===== config.mk =====
export PLATFORM = sky130hd
export DESIGN_NAME = bitserial_alu_ctrl
export DESIGN_NICKNAME = d
export VERILOG_FILES = /design/src/rtl/bitserial_alu_ctrl.sv
export SDC_FILE = /design/constraint.sdc
export NUM_CORES = 1
export LEC_CHECK = 0
export BUFFER_PORTS_ARGS = -buffer_cell sky130_fd_sc_hd__buf_2
export CORE_AREA = 2 2 39 41
export DETAILED_ROUTE_END_ITERATION = 12
export DIE_AREA = 0 0 41 43
export PLACE_DENSITY = 0.81
export SYNTH_ARGS = -nofsm -noshare
export SYNTH_HDL_FRONTEND = slang
export SYNTH_SLANG_ARGS = --single-unit
export TNS_END_PERCENT = 50

===== constraint.sdc =====
create_clock -name clk -period 2.1 [get_ports clk]
set_input_delay 0.42 -clock clk [delete_from_list [all_inputs] [get_ports clk]]
set_output_delay 0.42 -clock clk [all_outputs]
set_load 0.05 [all_outputs]

===== src/rtl/bitserial_alu_ctrl.sv =====
// Sequencer for one bit-serial ALU in a systolic PE: load, one shift per operand bit, present result.
// Latency: accept C0, LOAD C1, RUN C2..C(1+len), out_valid_o from C(2+len); zero length reaches DONE in C2.
// Backpressure: DONE holds out_valid_o until out_ready_i; start_i is only taken in IDLE and never queued.
module bitserial_alu_ctrl #(
    parameter int CNT_W   = 4,
    parameter int DEF_LEN = 7
) (
    input  logic             clk,
    input  logic             rst_n,
    input  logic             start_i,
    input  logic [CNT_W-1:0] len_i,
    input  logic             use_def_i,
    input  logic             abort_i,
    input  logic [CNT_W-1:0] cnt_val_i,
    output logic             cnt_ld_o,
    output logic [CNT_W-1:0] cnt_ld_val_o,
    output logic             cnt_decr_o,
    output logic             opnd_ld_o,
    output logic             shift_en_o,
    output logic             carry_clr_o,
    output logic             ready_o,
    output logic             busy_o,
    output logic             out_valid_o,
    input  logic             out_ready_i,
    output logic             err_o
);

    typedef enum logic [1:0] {
        S_IDLE = 2'd0,
        S_LOAD = 2'd1,
        S_RUN  = 2'd2,
        S_DONE = 2'd3
    } state_t;

    localparam logic [CNT_W-1:0] DEF_LEN_V = CNT_W'(DEF_LEN);
    localparam logic [CNT_W-1:0] CNT_ONE   = CNT_W'(1);

    state_t           state_q;
    logic [CNT_W-1:0] len_q;
    logic             err_q;

    // Control sequencer: abort outranks every other transition outside IDLE.
    always_ff @(posedge clk or negedge rst_n) begin
        if (!rst_n) begin
            state_q <= S_IDLE;
            len_q   <= '0;
            err_q   <= 1'b0;
        end else begin
            case (state_q)
                S_IDLE: begin
                    if (start_i) begin
                        len_q   <= (len_i == '0 && use_def_i) ? DEF_LEN_V : len_i;
                        state_q <= S_LOAD;
                    end
                end
                S_LOAD: begin
                    if (abort_i) begin
                        err_q   <= 1'b0;
                        state_q <= S_IDLE;
                    end else if (len_q == '0) begin
                        // Nothing to shift: report the zero length instead of running.
                        err_q   <= 1'b1;
                        state_q <= S_DONE;
                    end else begin
                        state_q <= S_RUN;
                    end
                end
                S_RUN: begin
                    if (abort_i) begin
                        err_q   <= 1'b0;
                        state_q <= S_IDLE;
                    end else if (cnt_val_i == '0) begin
                        // Counter already empty while bits remain: external counter is out of step.
                        err_q   <= 1'b1;
                        state_q <= S_DONE;
                    end else if (cnt_val_i == CNT_ONE) begin
                        state_q <= S_DONE;
                    end
                end
                S_DONE: begin
                    if (abort_i || out_ready_i) begin
                        err_q   <= 1'b0;
                        state_q <= S_IDLE;
                    end
                end
                default: begin
                    err_q   <= 1'b0;
                    state_q <= S_IDLE;
                end
            endcase
        end
    end

    // Moore decode of the state register; load and decrement live in disjoint states.
    assign ready_o      = (state_q == S_IDLE);
    assign opnd_ld_o    = (state_q == S_LOAD);
    assign carry_clr_o  = (state_q == S_LOAD);
    assign cnt_ld_o     = (state_q == S_LOAD);
    assign cnt_ld_val_o = (state_q == S_LOAD) ? len_q : '0;
    assign shift_en_o   = (state_q == S_RUN);
    assign cnt_decr_o   = (state_q == S_RUN);
    assign busy_o       = (state_q == S_LOAD) || (state_q == S_RUN);
    assign out_valid_o  = (state_q == S_DONE);
    assign err_o        = (state_q == S_DONE) && err_q;

endmodule

==> flow_summary.ini <==
[route]
drc = 0
vias = 501
vias_per_cell = 5.01
ant_nets = 0
dr.pass1.iters = 4
drtIter0Drc = 5
wl_um = 1120
wl_per_cell_um = 11.2

[final_layout]
seqCellArea_um2 = 175
area_growth_pct = 31.1
layoutNonFillerInstCount = 100
nets = 103
fin_area_um2 = 674
drive_gt1_share_pct = 36.9
fill_cells = 132
multi_input_area_um2 = 294
diodes = 0

[synth]
synth_top_area_cell = dfrtp_1
post_synth.cell_area_avg_um2 = 9.02
netlist.area_leader.share_pct = 34.1
yosysUniqueCellTypes = 23
ys_top_cells_by_count = a21oi_1, dfrtp_1, and2_1
syn_nets = 75
synthCells = 57
ys_seq_elements = 7
yosys_warnings = 0
synth_edf_count = 0
synth_ff_type = dfrtp_1
netlist_area_um2 = 514
ys_async_sr_fraction_pct = 100
ys_seq_area_share_pct = 34.1
yosys-top-cells-area = dfrtp_1, ha_1, and2_1

[critical_path]
cp.required_ns = 1.68
crit_path_end_kind = primary output
worstPathMaxFanout = 10
worst-endpoint-arrival_ns = 1.50
startpoint_type = flip-flop
path_class = reg -> out

[global_routing]
antenna_found_initial = 0
grt_max_degree = 11
grt_util_all_layers_pct = 15.3
grt_pass1_vias = 443
grt-ovfl-total = 0
grt_pass1_wl_um = 1760

[timing]
tns_ns = 0
hold_violations = 0
timing.final.setup_violations = 0
worst_slew_pin_slew_ns = 0.450
period_share_pct = 91.6
max_freq_ghz = 0.520
slew_violations = 0
whs_ns = 0.419
rsz0062_at_grt = no
fin_crit_ns = 1.92
slew_headroom_pct = 69.6
fin_skew_ns = 0.00139

[floorplan]
die-area_um2 = 1760
start_util_pct = 37.2
die_h_um = 43
die_w_um = 41
coreArea_um2 = 1380
num_rows = 14
io_pins = 27

[clock_tree]
htree_levels = 1
cts_buffers = 3
clockRootBuffer = clkbuf_4
cts_sinks = 7
clockBufferDepth = 2
cts_tree = done
clk_latency_ns = 0.25
clk_pin_slew_worst_paths_ns = 0.06

[placed_design]
place_congestion = 0.791
placed_area_um2 = 638
dpl.cell_count = 95
dpl.hpwl_um = 892
io_buffers = 26

[outcome]
status = complete, no violations

[run]
maxCapViolCount = 0

[min_path]
hold_class = in -> reg
==> area by class of cell <==
class | instances | area share [%]
sequential | 7 | 26.0
multi-input combinational | 41 | 43.6
timing repair buffer | 27 | 20.8
tap | 16 | 2.97
inverter | 5 | 2.78
clock buffer | 4 | 3.90
==> worst paths after layout <==
path	from	endpoint	slack, ns	cells after the start
min in group asynchronous	rst_n	err_q	0.53	2
hold reg to reg	err_q	err_q	0.54	1
max in group asynchronous	rst_n	len_q[2]	1.41	2
setup reg to reg	state_q[0]	state_q[0]	0.54	5
setup / recovery	state_q[1]	cnt_ld_val_o[1]	0.18	4
hold / removal	len_i[3]	len_q[3]	0.42	2
==> layout by cell type, fill, tap and decap left out <==
cell type and count:
nor4b_1 1, a41oi_1 1, a21oi_1 7, dfrtp_1 7, clkbuf_1 1, nor3b_1 1
dlygate4sd3_1 1, or3_1 1, o221ai_1 1, nand2_1 2, o2111ai_1 2, o31ai_1 1
buf_2 26, ha_1 4, o311a_1 1, and2_1 6, or4_1 2, a221o_1 1
clkbuf_4 3, mux2_2 1, nand2b_1 4, o41ai_1 1, inv_1 5, and2_2 1
nor2_1 3
==> through the flow <==
stage                     setup WS (ns)  utilization [%]
after CTS                         0.175             48.7
final                             0.176             48.7
after global placement            0.490             46.1
after global routing             0.0555             48.7
after floorplan                   0.105                -
after detailed placement          0.454             46.1
==> sequential cells by signal, indices dropped and copies added, names as in the netlist <==
signal   count
len_q        4
state_q      2
err_q        1
==> critical path: stages, from the launching register on <==
cell and delay, ns:
dfrtp_1 0.41, inv_1 0.10, ha_1 0.31, and2_2 0.19, buf_2 0.25
==> per-layer routing <==
| metal | GRT usage [%] | routed length (um) | up-vias |
|---|---|---|---|
| li1 | - | - | 258 |
| met1 | 17.8 | 476 | 227 |
| met2 | 22.8 | 565 | 14 |
| met3 | 4.71 | 66 | 2 |
| met4 | 10.0 | 9 | 0 |
| met5 | 0 | 0 | - |
==> cell families after synthesis <==
group | count (synthesis) | share of synthesized area [%]
mux | 1 | 2.19
buf+inv | 9 | 8.76
simple gates | 21 | 24.6
fa+ha+maj | 4 | 9.73
compound gates | 15 | 20.7
flops | 7 | 34.1
==> what timing repair did <==
| item | CTS | global route |
|---|---|---|
| hold buffers | 1 | 0 |
| endpoints found under the hold margin | 7 | 0 |
| gates resized for setup | 0 | 0 |
| setup buffers | 0 | 0 |
Power is left out: the tool's default activity adds up to more than one toggle a clock period on the data nets, which glitch-free logic cannot reach.
